--- src/rtl/id_ex_stage_reg_pkg.sv ---
// Shared core definitions for the ID/EX pipeline register: widths, the
// control-field bundle that a bubble clears, and the stall counter helper.
package id_ex_stage_reg_pkg;

  localparam int XLEN        = 32;
  localparam int REG_LABEL_W = 5;
  localparam int ALU_OP_W    = 4;
  localparam int STALL_CNT_W = 16;

  typedef logic [REG_LABEL_W-1:0] reg_label_t;
  typedef logic [ALU_OP_W-1:0]    alu_op_t;
  typedef logic [STALL_CNT_W-1:0] stall_cnt_t;

  // Fields that decide whether the EX slot has any architectural effect.
  // A bubble is exactly this bundle cleared; everything else in ID/EX holds.
  typedef struct packed {
    logic       valid;
    logic       reg_wb_en;
    logic       mem_rd_en;
    logic       mem_wr_en;
    reg_label_t rs1_label;
    reg_label_t rs2_label;
    reg_label_t rd_label;
  } id_ex_ctrl_t;

  localparam id_ex_ctrl_t BUBBLE_CTRL = '0;

  // Saturating increment: an all-ones count stays all-ones.
  function automatic stall_cnt_t sat_inc(input stall_cnt_t v);
    return (&v) ? v : v + 1'b1;
  endfunction

endpackage

--- src/rtl/id_ex_stage_reg_load_use_detector.sv ---
// Load-use hazard detection: a valid load in EX whose destination is a
// source actually read by the valid instruction in ID. x0 never hazards,
// and a flush kills the ID instruction so no stall is requested.
module load_use_detector
  import id_ex_stage_reg_pkg::*;
(
  input  logic       ex_valid_i,
  input  logic       ex_mem_rd_en_i,
  input  reg_label_t ex_rd_label_i,
  input  logic       id_valid_i,
  input  logic       id_uses_rs1_i,
  input  logic       id_uses_rs2_i,
  input  reg_label_t id_rs1_label_i,
  input  reg_label_t id_rs2_label_i,
  input  logic       flush_i,
  output logic       load_use_stall_o
);

  logic rs1_hit;
  logic rs2_hit;

  assign rs1_hit = id_uses_rs1_i && (id_rs1_label_i == ex_rd_label_i);
  assign rs2_hit = id_uses_rs2_i && (id_rs2_label_i == ex_rd_label_i);

  assign load_use_stall_o = ex_valid_i && ex_mem_rd_en_i && (ex_rd_label_i != '0) &&
                            id_valid_i && (rs1_hit || rs2_hit) && !flush_i;

endmodule

--- src/rtl/id_ex_stage_reg.sv ---
// ID/EX pipeline register with same-cycle write-back bypass on the source
// operands, bubble insertion for flush / load-use / invalid ID, freeze on
// downstream stall, and a saturating count of load-use bubbles.
module id_ex_stage_reg
  import id_ex_stage_reg_pkg::*;
#(
  parameter int XLEN = id_ex_stage_reg_pkg::XLEN
) (
  input  logic                clk_i,
  input  logic                rst_i,
  input  logic                stall_i,
  input  logic                flush_i,
  input  logic                valid_id_i,
  input  logic [XLEN-1:0]     pc_id_i,
  input  logic [XLEN-1:0]     rs1_data_id_i,
  input  logic [XLEN-1:0]     rs2_data_id_i,
  input  logic [XLEN-1:0]     imm_id_i,
  input  logic [4:0]          rs1_label_id_i,
  input  logic [4:0]          rs2_label_id_i,
  input  logic [4:0]          rd_label_id_i,
  input  logic [3:0]          alu_op_id_i,
  input  logic                alu_src_id_i,
  input  logic                mem_rd_en_id_i,
  input  logic                mem_wr_en_id_i,
  input  logic                reg_wb_en_id_i,
  input  logic                uses_rs1_id_i,
  input  logic                uses_rs2_id_i,
  input  logic [4:0]          rd_label_wb_i,
  input  logic                reg_wb_en_wb_i,
  input  logic [XLEN-1:0]     wb_data_i,
  output logic [XLEN-1:0]     pc_id_ex_o,
  output logic [XLEN-1:0]     rs1_data_id_ex_o,
  output logic [XLEN-1:0]     rs2_data_id_ex_o,
  output logic [XLEN-1:0]     imm_id_ex_o,
  output logic [4:0]          rs1_label_id_ex_o,
  output logic [4:0]          rs2_label_id_ex_o,
  output logic [4:0]          rd_label_id_ex_o,
  output logic [3:0]          alu_op_id_ex_o,
  output logic                alu_src_id_ex_o,
  output logic                mem_rd_en_id_ex_o,
  output logic                mem_wr_en_id_ex_o,
  output logic                reg_wb_en_id_ex_o,
  output logic                uses_rs1_id_ex_o,
  output logic                uses_rs2_id_ex_o,
  output logic                valid_id_ex_o,
  output logic                load_use_stall_o,
  output logic [15:0]         stall_cnt_o
);

  // Fields that keep their previous value when a bubble is loaded.
  typedef struct packed {
    logic [XLEN-1:0] pc;
    logic [XLEN-1:0] rs1_data;
    logic [XLEN-1:0] rs2_data;
    logic [XLEN-1:0] imm;
    alu_op_t         alu_op;
    logic            alu_src;
    logic            uses_rs1;
    logic            uses_rs2;
  } payload_t;

  id_ex_ctrl_t ctrl_q, ctrl_d;
  payload_t    data_q, data_d;
  stall_cnt_t  stall_cnt_q, stall_cnt_d;

  logic [XLEN-1:0] rs1_fwd;
  logic [XLEN-1:0] rs2_fwd;
  logic            load_use;

  // The register file is written at the end of this cycle, so a matching
  // write-back must be taken from the WB port instead of the stale read.
  assign rs1_fwd = (reg_wb_en_wb_i && (rd_label_wb_i != '0) && (rd_label_wb_i == rs1_label_id_i))
                   ? wb_data_i : rs1_data_id_i;
  assign rs2_fwd = (reg_wb_en_wb_i && (rd_label_wb_i != '0) && (rd_label_wb_i == rs2_label_id_i))
                   ? wb_data_i : rs2_data_id_i;

  load_use_detector u_load_use_detector (
    .ex_valid_i      (ctrl_q.valid),
    .ex_mem_rd_en_i  (ctrl_q.mem_rd_en),
    .ex_rd_label_i   (ctrl_q.rd_label),
    .id_valid_i      (valid_id_i),
    .id_uses_rs1_i   (uses_rs1_id_i),
    .id_uses_rs2_i   (uses_rs2_id_i),
    .id_rs1_label_i  (rs1_label_id_i),
    .id_rs2_label_i  (rs2_label_id_i),
    .flush_i         (flush_i),
    .load_use_stall_o(load_use)
  );

  // Next-state selection: flush beats stall beats load-use beats capture.
  always_comb begin
    ctrl_d      = ctrl_q;
    data_d      = data_q;
    stall_cnt_d = stall_cnt_q;
    if (flush_i) begin
      ctrl_d = BUBBLE_CTRL;
    end else if (stall_i) begin
      ctrl_d = ctrl_q;
    end else if (load_use) begin
      ctrl_d      = BUBBLE_CTRL;
      stall_cnt_d = sat_inc(stall_cnt_q);
    end else if (!valid_id_i) begin
      ctrl_d = BUBBLE_CTRL;
    end else begin
      ctrl_d.valid     = 1'b1;
      ctrl_d.reg_wb_en = reg_wb_en_id_i;
      ctrl_d.mem_rd_en = mem_rd_en_id_i;
      ctrl_d.mem_wr_en = mem_wr_en_id_i;
      ctrl_d.rs1_label = rs1_label_id_i;
      ctrl_d.rs2_label = rs2_label_id_i;
      ctrl_d.rd_label  = rd_label_id_i;
      data_d.pc        = pc_id_i;
      data_d.rs1_data  = rs1_fwd;
      data_d.rs2_data  = rs2_fwd;
      data_d.imm       = imm_id_i;
      data_d.alu_op    = alu_op_id_i;
      data_d.alu_src   = alu_src_id_i;
      data_d.uses_rs1  = uses_rs1_id_i;
      data_d.uses_rs2  = uses_rs2_id_i;
    end
  end

  // Stage register; reset leaves a bubble with all fields zero.
  always_ff @(posedge clk_i or posedge rst_i) begin
    if (rst_i) begin
      ctrl_q      <= BUBBLE_CTRL;
      data_q      <= '0;
      stall_cnt_q <= '0;
    end else begin
      ctrl_q      <= ctrl_d;
      data_q      <= data_d;
      stall_cnt_q <= stall_cnt_d;
    end
  end

  assign pc_id_ex_o        = data_q.pc;
  assign rs1_data_id_ex_o  = data_q.rs1_data;
  assign rs2_data_id_ex_o  = data_q.rs2_data;
  assign imm_id_ex_o       = data_q.imm;
  assign alu_op_id_ex_o    = data_q.alu_op;
  assign alu_src_id_ex_o   = data_q.alu_src;
  assign uses_rs1_id_ex_o  = data_q.uses_rs1;
  assign uses_rs2_id_ex_o  = data_q.uses_rs2;
  assign rs1_label_id_ex_o = ctrl_q.rs1_label;
  assign rs2_label_id_ex_o = ctrl_q.rs2_label;
  assign rd_label_id_ex_o  = ctrl_q.rd_label;
  assign mem_rd_en_id_ex_o = ctrl_q.mem_rd_en;
  assign mem_wr_en_id_ex_o = ctrl_q.mem_wr_en;
  assign reg_wb_en_id_ex_o = ctrl_q.reg_wb_en;
  assign valid_id_ex_o     = ctrl_q.valid;
  assign load_use_stall_o  = load_use;
  assign stall_cnt_o       = stall_cnt_q;

endmodule

--- config.mk ---
export PLATFORM = sky130hd
export DESIGN_NAME = id_ex_stage_reg
export DESIGN_NICKNAME = d
export VERILOG_FILES = /design/src/rtl/id_ex_stage_reg_pkg.sv /design/src/rtl/id_ex_stage_reg_load_use_detector.sv /design/src/rtl/id_ex_stage_reg.sv
export SDC_FILE = /design/constraint.sdc
export NUM_CORES = 1
export LEC_CHECK = 0
export ABC_CLOCK_PERIOD_IN_PS = 8800
export BUFFER_PORTS_ARGS = -buffer_cell sky130_fd_sc_hd__buf_4
export CAP_MARGIN = 40
export CORE_MARGIN = 3
export CORE_UTILIZATION = 30
export DETAILED_ROUTE_END_ITERATION = 16
export PLACE_DENSITY = 0.64
export RECOVER_POWER = 100
export REMOVE_ABC_BUFFERS = 1
export SYNTH_ARGS = -nofsm -noshare
export SYNTH_HDL_FRONTEND = slang
export SYNTH_SLANG_ARGS = --single-unit
--- constraint.sdc ---
create_clock -name clk_i -period 8.8 [get_ports clk_i]
set_input_delay 2.64 -clock clk_i [delete_from_list [all_inputs] [get_ports clk_i]]
set_output_delay 2.64 -clock clk_i [all_outputs]
set_load 0.02 [all_outputs]
==> impl_summary.txt, run 1 <==
----------------------------------------------------
[Final layout]
  Highest-count cells in the layout ignoring fill and taps ... sky130_fd_sc_hd__buf_4, sky130_fd_sc_hd__clkbuf_1, sky130_fd_sc_hd__dfrtp_1, sky130_fd_sc_hd__mux2_2, sky130_fd_sc_hd__mux2_1
  Fraction of layout instances using a drive strength above 1 ... roughly 43%
  Number of nets in the final layout ... 1,085
  N_diodes ... 0
  Area taken by multi-input logic gates ... 0.003154 mm²
  Commonest non-fill, non-tap cell in the layout ... sky130_fd_sc_hd__buf_4
  Reg area ... between 0.004 and 0.005 mm²
  # fillers ... 2,486
  Layout overhead on the synthesized area ... 38.57%

[Floorplan]
  Die H ... 165.7 µm
  Die outline area ... 0.02745 mm²
  Initial core utilization ... around 31%
  Core area ... between 0.02 and 0.025 mm²
  Number of top-level design ports ... about 370
  Number of rows in the core area ... 57
  Die extent in x ... 165.7 µm

[Timing]
  Final number of hold-violating endpoints ... 0
  Worst Tran Pin Value ... 2933 ps
  Aggregate negative setup slack ... 0 ps
  Setup violations, final ... 0
  Worst slew margin relative to its limit ... -95.54%
  Portion of the clock cycle consumed by the worst path in the final layout ... a little over four fifths
  Clock period minus final worst setup slack ... 7378 ps
  Max frequency ... approximately 140 MHz
  WHS ... 485.3 ps
  Setup repair after global routing missed its margin ... false
  Final setup skew ... approximately 16 ps
  Final Max Slew Viols ... 251

[Worst hold path]
  Path category of the worst min-delay check ... reg -> reg
  Depth of the worst hold-timing path ... 1

[Synth]
  Avg Cell Area, Syn ... 14.71 µm²
  Number of different library cells in the post-synthesis netlist ... 35
  Biggest area consumer among synthesized cells ... sky130_fd_sc_hd__dfrtp_1
  Post-Syn Area ... approximately 0.0076 mm²
  Most area-consuming cells after synthesis ... sky130_fd_sc_hd__dfrtp_1, sky130_fd_sc_hd__mux2_2, sky130_fd_sc_hd__mux2_1
  Share of the synthesized area in the top cell type ... a little under three fifths
  Synth Instances ... 520
  Number of synthesized register bits ... 170
  Warnings, synthesis ... 0
  Proportion of synthesized chip area in sequential cells ... 55.61%

[Clocking]
  Cts bufs inserted ... 17
  Max H-tree Level ... 4
  CTS tree ... built
  Buffers from clock root to sink, at most ... 2
  Hold buffer count at cts ... 0
  Clock root buffer ... sky130_fd_sc_hd__clkbuf_16
  Worst skew pair latency ... 430 ps
  Post-CTS repair timing setup buffer count ... 0
  Resize count post-CTS ... 0
  Number of clock sinks ... 170
  Clock transition at path regs ... ~70 ps

[Detailed routing]
  Vias per inst ... 4.626
  TritonRoute pass-1 iters ... 4
  Initial DRC Count ... 210
  Via count ... 5,667
  Wire length reported by the detailed router ... 21,370 µm
  Total DRC errors in the routed layout ... 0
  Wire per inst ... about 17 µm
  Number of antenna-violating nets in the routed design ... 0

[Status]
  Violations in the final reports ... max-capacitance violations, max-slew violations
  Run status ... finished with violations

[Global routing]
  Total grt overflow ... 0
  Initial antenna violation count ... 0
  Vias in the first global route ... 6,013
  Largest net degree at the start of global routing ... 72
  Global Route Usage Sum ... 15.24%
  Wire length of the first global-routing pass ... 34,040 µm

[Power and ir drop]
  Power share of the clock group ... 34.2%
  Switching portion of total power ... ~33%
  Largest vdd supply drop ... 0.09797 mV
  Static power due to leakage ... 4.588 nW
  Power density of the placed cells ... 213.3 mW/mm²
  Sequential Power Share ... a little over two fifths
  Share of total power in combinational logic ... between 20% and 30%
  Net switching power ... between 0.7 and 0.8 mW
  Cell internal power dissipation ... 1.526 mW

[Critical path]
  Cells on worst reg2reg path ... 8
  Kind of critical path ... in -> out
  Largest fanout on the critical path ... 18
  Endpoint type of the worst setup path ... output port
  Worst path required time ... 6160 ps
  Arrival time at the worst endpoint ... 4740 ps
  Sort of element at the start of the critical path ... input pin

[Job]
  Maxcap violations ... 6

[Placed design]
  Number of input and output port buffers inserted ... 366
  Placer Congestion ... slightly above 0.8
  HPWL reported at the end of detailed placement ... 16,270 µm

----------------------------------------------------
per-layer routing:
layer	wire length [µm]	GRT usage, %	up-vias
met5	0	0	-
met4	412	4.882	0
met3	1610	4.766	22
met2	10390	25.12	248
met1	8958	19.19	2772
li1	-	-	2625
layout make-up:
class	count	share of cell area, %
Clock buffer	17	4.013
Clock inverter	15	1.700
Inverter	1	0.04721
Multi-Input combinational cell	322	29.76
Sequential cell	170	40.13
Tap cell	324	3.824
Timing Repair Buffer	376	20.53
flip-flops by register name, indices dropped and copies added (netlist names), 4 cells and up:
name and cells:
rd_label_id_ex_o 5, imm_id_ex_o 32, rs2_data_id_ex_o 32, rs1_data_id_ex_o 32
pc_id_ex_o 32, rs2_label_id_ex_o 5, rs1_label_id_ex_o 5, stall_cnt_o 16
alu_op_id_ex_o 4
cell families after synthesis:
group	synth area share, %
adder cells (fa/ha/maj)	0.1635
AND/OR/NAND/NOR	4.711
buffers and inverters	3.058
AO/OA/AOI/OAI	2.731
XOR/XNOR	3.893
flip-flops	55.61
multiplexers	29.83
worst max-delay path, cell delays in order:
cell	delay [ps]
sky130_fd_sc_hd__clkbuf_1	150
sky130_fd_sc_hd__xnor2_1	140
sky130_fd_sc_hd__nand4_1	130
sky130_fd_sc_hd__o22ai_1	1110
sky130_fd_sc_hd__nand2_1	160
sky130_fd_sc_hd__nor2_1	160
sky130_fd_sc_hd__clkbuf_1	240
worst paths after layout:
path	to	slack [ps]	startpoint
min reg2reg	rs2_data_id_ex_o[7]	490	rs2_data_id_ex_o[7]
max in group asynchronous	pc_id_ex_o[26]	2450	rst_i
max	load_use_stall_o	1420	rs1_label_id_i[0]
max reg2reg	rs1_data_id_ex_o[14]	3630	rd_label_id_ex_o[0]
min	rs2_data_id_ex_o[7]	490	rs2_data_id_ex_o[7]
min in group asynchronous	alu_op_id_ex_o[2]	2590	rst_i
synthesized netlist by cell type (all sizes together):
cell,count
nor2,8
buf,24
nand3,11
xor2,4
dfrtp,170
xnor2,30
inv,1
and4,3
o21a,1
a22o,18
a21oi,3
o22ai,1
or4,2
and3,11
ha,1
mux2,200
o21ai,1
a21o,1
nand2,7
nand4,13
clkbuf,3
nor2b,1
nor4,3
nor3b,1
nor3,2
metrics by stage:
stage	instance area, µm²	utilization [%]	std cells	power, mW	worst slack (ps)
after floorplan	7420	-	493	1.297	488.6
after global placement	10660	43.18	1190	1.617	2026
after detailed placement	10730	43.48	1193	1.629	2005
after CTS	11340	45.94	1225	2.416	1998
after global routing	10600	42.96	1225	2.380	1115
final	10600	42.96	1225	2.262	1422
power groups by stage:
stage	Clock, mW	Sequential [mW]	Combinational (mW)
after CTS	0.801	0.971	0.645
after global routing	0.835	0.983	0.561
after floorplan	0	1.13	0.164
after detailed placement	0	0.985	0.644
after global placement	0	0.980	0.637
final	0.772	0.965	0.524
(Power assumes the default switching activity.)
==> inputs of run 2 (changes only) <==
Settings changed: ABC_CLOCK_PERIOD_IN_PS 8800 to 7500.
Clock period 8.8 ns to 7.5 ns, I/O delays scaled along.
==> impl_summary.txt, run 2 (synthesis results as in run 1) <==
----------------------------------------------------
[Status]
  Violations in the final reports ... max-capacitance violations, max-slew violations
  Run status ... finished with violations

[Global routing]
  Total grt overflow ... 0 (unchanged)
  Initial antenna violation count ... 0 (unchanged)
  Wire length of the first global-routing pass ... 34,420 µm (+1.1%)
  Global Route Usage Sum ... 15.31% (+0.069 points)
  Largest net degree at the start of global routing ... 100 (+39%)
  Vias in the first global route ... 6,207 (+3.2%)

[Timing]
  Setup violations, final ... 0 (unchanged)
  Max frequency ... about 160 MHz
  Aggregate negative setup slack ... 0 ps (unchanged)
  Post-route worst setup slack ... 1388 ps (-34.25 ps)
  Final Max Slew Viols ... 233 (-7.2%)
  WHS ... 483.7 ps (-1.551 ps)
  Final number of hold-violating endpoints ... 0 (unchanged)
  Setup repair after global routing missed its margin ... false
  Worst slew margin relative to its limit ... -137.2% (-42 points)
  Final setup skew ... 16.29 ps (+0.006700 ps)
  Clock period minus final worst setup slack ... 6112 ps
  Worst Tran Pin Value ... 3538 ps (+605.1 ps)
  Portion of the clock cycle consumed by the worst path in the final layout ... a little over 80%

[Clocking]
  Max H-tree Level ... 4 (unchanged)
  Number of clock sinks ... 170 (unchanged)
  CTS tree ... built
  Clock root buffer ... sky130_fd_sc_hd__clkbuf_16
  Cts bufs inserted ... 17 (unchanged)
  Post-CTS repair timing setup buffer count ... 0 (unchanged)
  Clock transition at path regs ... 60 ps (about the same)
  Worst skew pair latency ... 420 ps (about the same)
  Resize count post-CTS ... 0 (unchanged)
  Buffers from clock root to sink, at most ... 2 (unchanged)
  Hold buffer count at cts ... 0 (unchanged)

[Floorplan]
  Core area ... 0.02468 mm² (unchanged)
  Die outline area ... 0.02745 mm² (unchanged)
  Die H ... 165.7 µm (unchanged)
  Die extent in x ... 165.7 µm (unchanged)
  Number of top-level design ports ... 367 (unchanged)
  Initial core utilization ... 31.00% (unchanged)
  Number of rows in the core area ... 57 (unchanged)

[Power and ir drop]
  Total Power Consumption ... 2.612 mW (+15%)
  Power density of the placed cells ... 247.7 mW/mm² (+16%)
  Largest vdd supply drop ... 0.1245 mV (+27%)
  Static power due to leakage ... 4.570 nW (-0.40%)

[Critical path]
  Largest fanout on the critical path ... 18 (unchanged)
  Kind of critical path ... in -> out
  Setup slack of the worst register-to-register path ... 3220 ps (-410 ps)
  Gate family responsible for the most delay along the worst path ... buffers and inverters
  Endpoint type of the worst setup path ... output port
  Slowest cell on the critical path ... sky130_fd_sc_hd__clkbuf_1
  Number of logic stages on the critical path including buffering ... 8 (+1)
  Reg2reg start ... rd_label_id_ex_o[1]
  Sort of element at the start of the critical path ... input pin
  Buffer and inverter count on the worst path ... 3 (+1)
  Cells on worst reg2reg path ... 5 (-3)
  Arrival time at the worst endpoint ... 3860 ps (-880 ps)
  Cell-by-cell listing of the critical path ... buf_4 > xnor2_1 > nand4_1 > o22ai_2 > clkbuf_1 > nand2_1 > nor2_1 > buf_4
  Crit path launch ... rs2_label_id_i[1]
  Largest stage delay, worst path ... 550 ps (-560 ps)
  Worst path required time ... 5250 ps (-910 ps)
  Endpoint of the most critical setup path ... load_use_stall_o
  Reg-to-reg critical path endpoint ... rs1_data_id_ex_o[26]
  Cell with the most instances on the worst path ... sky130_fd_sc_hd__buf_4

[Worst hold path]
  Path category of the worst min-delay check ... reg -> reg

[Detailed routing]
  Wire per inst ... 17.48 µm (+0.24%)
  Wire length reported by the detailed router ... 21,380 µm (about the same)
  TritonRoute pass-1 iters ... 4 (unchanged)
  Vias per inst ... 4.609 (-0.37%)
  Via count ... 5,637 (-0.53%)
  Total DRC errors in the routed layout ... 0 (unchanged)
  Number of antenna-violating nets in the routed design ... 0 (unchanged)
  Initial DRC Count ... 200 (-4.8%)

[Final layout]
  # fillers ... 2,473 (-0.52%)
  Final core utilization ... 42.72% (-0.23 points)
  N_diodes ... 0 (unchanged)
  Layout overhead on the synthesized area ... 37.81%
  Fraction of layout instances using a drive strength above 1 ... 43.05% (+0.21 points)
  Number of nets in the final layout ... 1,083 (-0.18%)
  Commonest non-fill, non-tap cell in the layout ... sky130_fd_sc_hd__buf_4
  Highest-count cells in the layout ignoring fill and taps ... sky130_fd_sc_hd__buf_4, sky130_fd_sc_hd__clkbuf_1, sky130_fd_sc_hd__dfrtp_1, sky130_fd_sc_hd__mux2_2, sky130_fd_sc_hd__mux2_1

[Placed design]
  HPWL reported at the end of detailed placement ... 16,090 µm (-1.1%)
  Pre-CTS setup slack ... 1790 ps (-215.2 ps)
  Placer Congestion ... 0.8417 (+2.5%)
  Number of input and output port buffers inserted ... 366 (unchanged)

[Job]
  Maxcap violations ... 3 (-3)

----------------------------------------------------
-- run 2: final cells by class --
cell class | instances | area (µm²) | share of cell area [%]
Clock buffer | 17 | 425.4 | 4.035
Timing Repair Buffer | 374 | 2151 | 20.40
Tap cell | 324 | 405.4 | 3.845
Sequential cell | 170 | 4254 | 40.35
Inverter | 1 | 5.005 | 0.04747
Clock inverter | 15 | 156.4 | 1.484
Multi-Input combinational cell | 322 | 3146 | 29.84
-- run 2: worst register-to-register path: cells and delay by family, from the launching register on --
kind,cells,cell delay [ps]
AOI/OAI and AO/OA,2,490
buffers and inverters,1,2060
DFF,1,450
muxes,1,530
and+or+nand+nor,1,620
-- run 2: worst min-delay path by stage --
stage	from	end	slack, ps	cells past startpoint
after global placement	imm_id_ex_o[20]	imm_id_ex_o[20]	470	1
after CTS	imm_id_ex_o[13]	imm_id_ex_o[13]	490	1
after floorplan	stall_cnt_o[15]	stall_cnt_o[15]	600	1
after global routing	imm_id_ex_o[13]	imm_id_ex_o[13]	500	1
final	rs2_data_id_ex_o[13]	rs2_data_id_ex_o[13]	480	1
after detailed placement	rs2_data_id_ex_o[1]	rs2_data_id_ex_o[1]	480	1
-- run 2: metrics by stage --
step	instances	instance area, µm²
final	1223	10540
after global routing	1223	10540
after CTS	1223	11260
after detailed placement	1191	10680
after global placement	1191	10680
after floorplan	493	7420
-- run 2: layer usage --
layer	global-route usage [%]	vias up	routed length, µm
li1	-	2632	-
met1	18.49	2736	8827
met2	25.51	242	10280
met3	5.887	27	1764
met4	4.557	0	513
met5	0	-	0
-- run 2: power breakdown --
part | switching, mW | internal [mW]
Sequential | 0.0723 | 1.06
Combinational | 0.365 | 0.250
Clock | 0.417 | 0.446
Total | 0.855 | 1.76
==> inputs of run 3 (changes only) <==
Settings changed: ABC_CLOCK_PERIOD_IN_PS 7500 to 5060, PLACE_DENSITY 0.64 to 0.66.
Clock period 7.5 ns to 5.06 ns, I/O delays scaled along.
==> impl_summary.txt, run 3 (synthesis results as in run 1) <==
----------------------------------------------------
[Floorplan]
  Number of top-level design ports ... 367 (unchanged)
  Core area ... 0.02468 mm² (unchanged)
  Die extent in x ... 165.7 µm (unchanged)
  Die outline area ... 0.02745 mm² (unchanged)
  Number of rows in the core area ... 57 (unchanged)
  Initial core utilization ... 31.00% (unchanged)
  Die H ... 165.7 µm (unchanged)

[Detailed routing]
  Vias per inst ... 4.653 (+0.95%)
  Via count ... 5,700 (+1.1%)
  Initial DRC Count ... 205 (+2.5%)
  TritonRoute pass-1 iters ... 4 (unchanged)
  Wire per inst ... 17.70 µm (+1.2%)
  Total DRC errors in the routed layout ... 0 (unchanged)
  Wire length reported by the detailed router ... 21,680 µm (+1.4%)
  Number of antenna-violating nets in the routed design ... 0 (unchanged)

[Placed design]
  Area after detailed placement ... 0.01074 mm² (+0.56%)
  Pre-CTS setup slack ... 986.3 ps (-803.2 ps)
  Number of input and output port buffers inserted ... 366 (unchanged)
  Placer Congestion ... 0.8796 (+4.5%)
  HPWL reported at the end of detailed placement ... 16,240 µm (+0.90%)

[Final layout]
  Fraction of layout instances using a drive strength above 1 ... 43.06% (about the same)
  Post-route design area ... 0.01062 mm² (+0.71%)
  Layout overhead on the synthesized area ... 38.80%
  # fillers ... 2,450 (-0.93%)
  N_diodes ... 0 (unchanged)
  Highest-count cells in the layout ignoring fill and taps ... sky130_fd_sc_hd__buf_4, sky130_fd_sc_hd__clkbuf_1, sky130_fd_sc_hd__dfrtp_1, sky130_fd_sc_hd__mux2_2, sky130_fd_sc_hd__mux2_1
  Commonest non-fill, non-tap cell in the layout ... sky130_fd_sc_hd__buf_4
  Number of nets in the final layout ... 1,085 (+0.18%)

[Clocking]
  Hold buffer count at cts ... 0 (unchanged)
  Clock root buffer ... sky130_fd_sc_hd__clkbuf_16
  Max H-tree Level ... 4 (unchanged)
  Buffers from clock root to sink, at most ... 2 (unchanged)
  Clock transition at path regs ... 70 ps (about the same)
  Worst skew pair latency ... 430 ps (about the same)
  Resize count post-CTS ... 0 (unchanged)
  Post-CTS repair timing setup buffer count ... 0 (unchanged)
  CTS tree ... built
  Cts bufs inserted ... 17 (unchanged)
  Number of clock sinks ... 170 (unchanged)

[Critical path]
  Reg2reg start ... rd_label_id_ex_o[0]
  Endpoint of the most critical setup path ... load_use_stall_o
  Cells on worst reg2reg path ... 7 (+2)
  Reg-to-reg critical path endpoint ... imm_id_ex_o[14]
  Endpoint type of the worst setup path ... output port
  Crit path launch ... rs2_label_id_i[1]
  Kind of critical path ... in -> out
  Worst path required time ... 3540 ps (-1710 ps)
  Sort of element at the start of the critical path ... input pin
  Setup slack of the worst register-to-register path ... 1580 ps (-1640 ps)
  Largest fanout on the critical path ... 3 (-15)
  Arrival time at the worst endpoint ... 2790 ps (-1070 ps)

[Global routing]
  Initial antenna violation count ... 0 (unchanged)
  Wire length of the first global-routing pass ... 34,730 µm (+0.92%)
  Global Route Usage Sum ... 15.59% (+0.27 points)
  Largest net degree at the start of global routing ... 88 (-12%)
  Vias in the first global route ... 6,239 (+0.52%)
  Total grt overflow ... 0 (unchanged)

[Timing]
  WHS ... 485.2 ps (+1.514 ps)
  Worst slew margin relative to its limit ... -35.61% (+100 points)
  Setup repair after global routing missed its margin ... false
  Portion of the clock cycle consumed by the worst path in the final layout ... 85.12%
  Worst Tran Pin Value ... 2034 ps (-1504 ps)
  Setup violations, final ... 0 (unchanged)
  Final setup skew ... 10.42 ps (-5.874 ps)
  Final number of hold-violating endpoints ... 0 (unchanged)
  Post-route worst setup slack ... 752.9 ps (-635.3 ps)
  Clock period minus final worst setup slack ... 4307 ps
  Aggregate negative setup slack ... 0 ps (unchanged)
  Max frequency ... 232.2 MHz
  Final Max Slew Viols ... 79 (-66%)

[Power and ir drop]
  Static power due to leakage ... 4.608 nW (+0.83%)
  Largest vdd supply drop ... 0.2023 mV (+62%)
  Total Power Consumption ... 3.953 mW (+51%)
  Power density of the placed cells ... 372.3 mW/mm² (+50%)

[Status]
  Run status ... finished with violations
  Violations in the final reports ... max-capacitance violations, max-slew violations

[Job]
  Maxcap violations ... 1 (-2)

[Worst hold path]
  Path category of the worst min-delay check ... reg -> reg
  Origin of the worst min-delay path ... imm_id_ex_o[12]

----------------------------------------------------
-- run 3: final cells by class --
type	count	area [µm²]	share of cell area [%]
flip-flops and latches	170	4254	40.07
multi-input cells	322	3139	29.57
repair buffers	376	2193	20.66
clock buffers	17	425.4	4.007
clock inverters	15	195.2	1.838
well taps	324	405.4	3.818
inverters	1	5.005	0.04714
-- run 3: worst min-delay path by stage --
stage                            to  slack, ps  cells after the start
finish              imm_id_ex_o[12]        490                      1
global route        imm_id_ex_o[24]        500                      1
CTS                 imm_id_ex_o[12]        490                      1
detailed placement  imm_id_ex_o[12]        480                      1
global placement    imm_id_ex_o[19]        470                      1
floorplan           stall_cnt_o[15]        600                      1
-- run 3: report_power, final --
part | switching (mW) | total (mW) | internal [mW]
sequential | 0.108 | 1.68 | 1.57
clock | 0.642 | 1.36 | 0.720
combinational | 0.542 | 0.911 | 0.369
total | 1.29 | 3.95 | 2.66
-- run 3: critical path, cell delays in order --
cell                       delay [ps]
sky130_fd_sc_hd__clkbuf_1         170
sky130_fd_sc_hd__xnor2_1          140
sky130_fd_sc_hd__nand4_1          120
sky130_fd_sc_hd__o22ai_1          330
sky130_fd_sc_hd__nand2_1          150
sky130_fd_sc_hd__nor2_1           120
sky130_fd_sc_hd__clkbuf_1         240
-- run 3: metrics by stage --
step | instances | utilization, %
3_3_place_gp | 1192 | 43.39
5_1_grt | 1225 | 43.03
2_1_floorplan | 493 | -
3_5_place_dp | 1193 | 43.50
6_report | 1225 | 43.03
4_1_cts | 1225 | 46.02
-- run 3: metal layers --
metal  track usage, %  vias up  routed length [µm]
li1                 -     2629                   -
met3            5.767       26                1878
met2            25.98      268               10560
met5                0        -                   0
met1            18.77     2777                8843
met4            5.099        0                 399
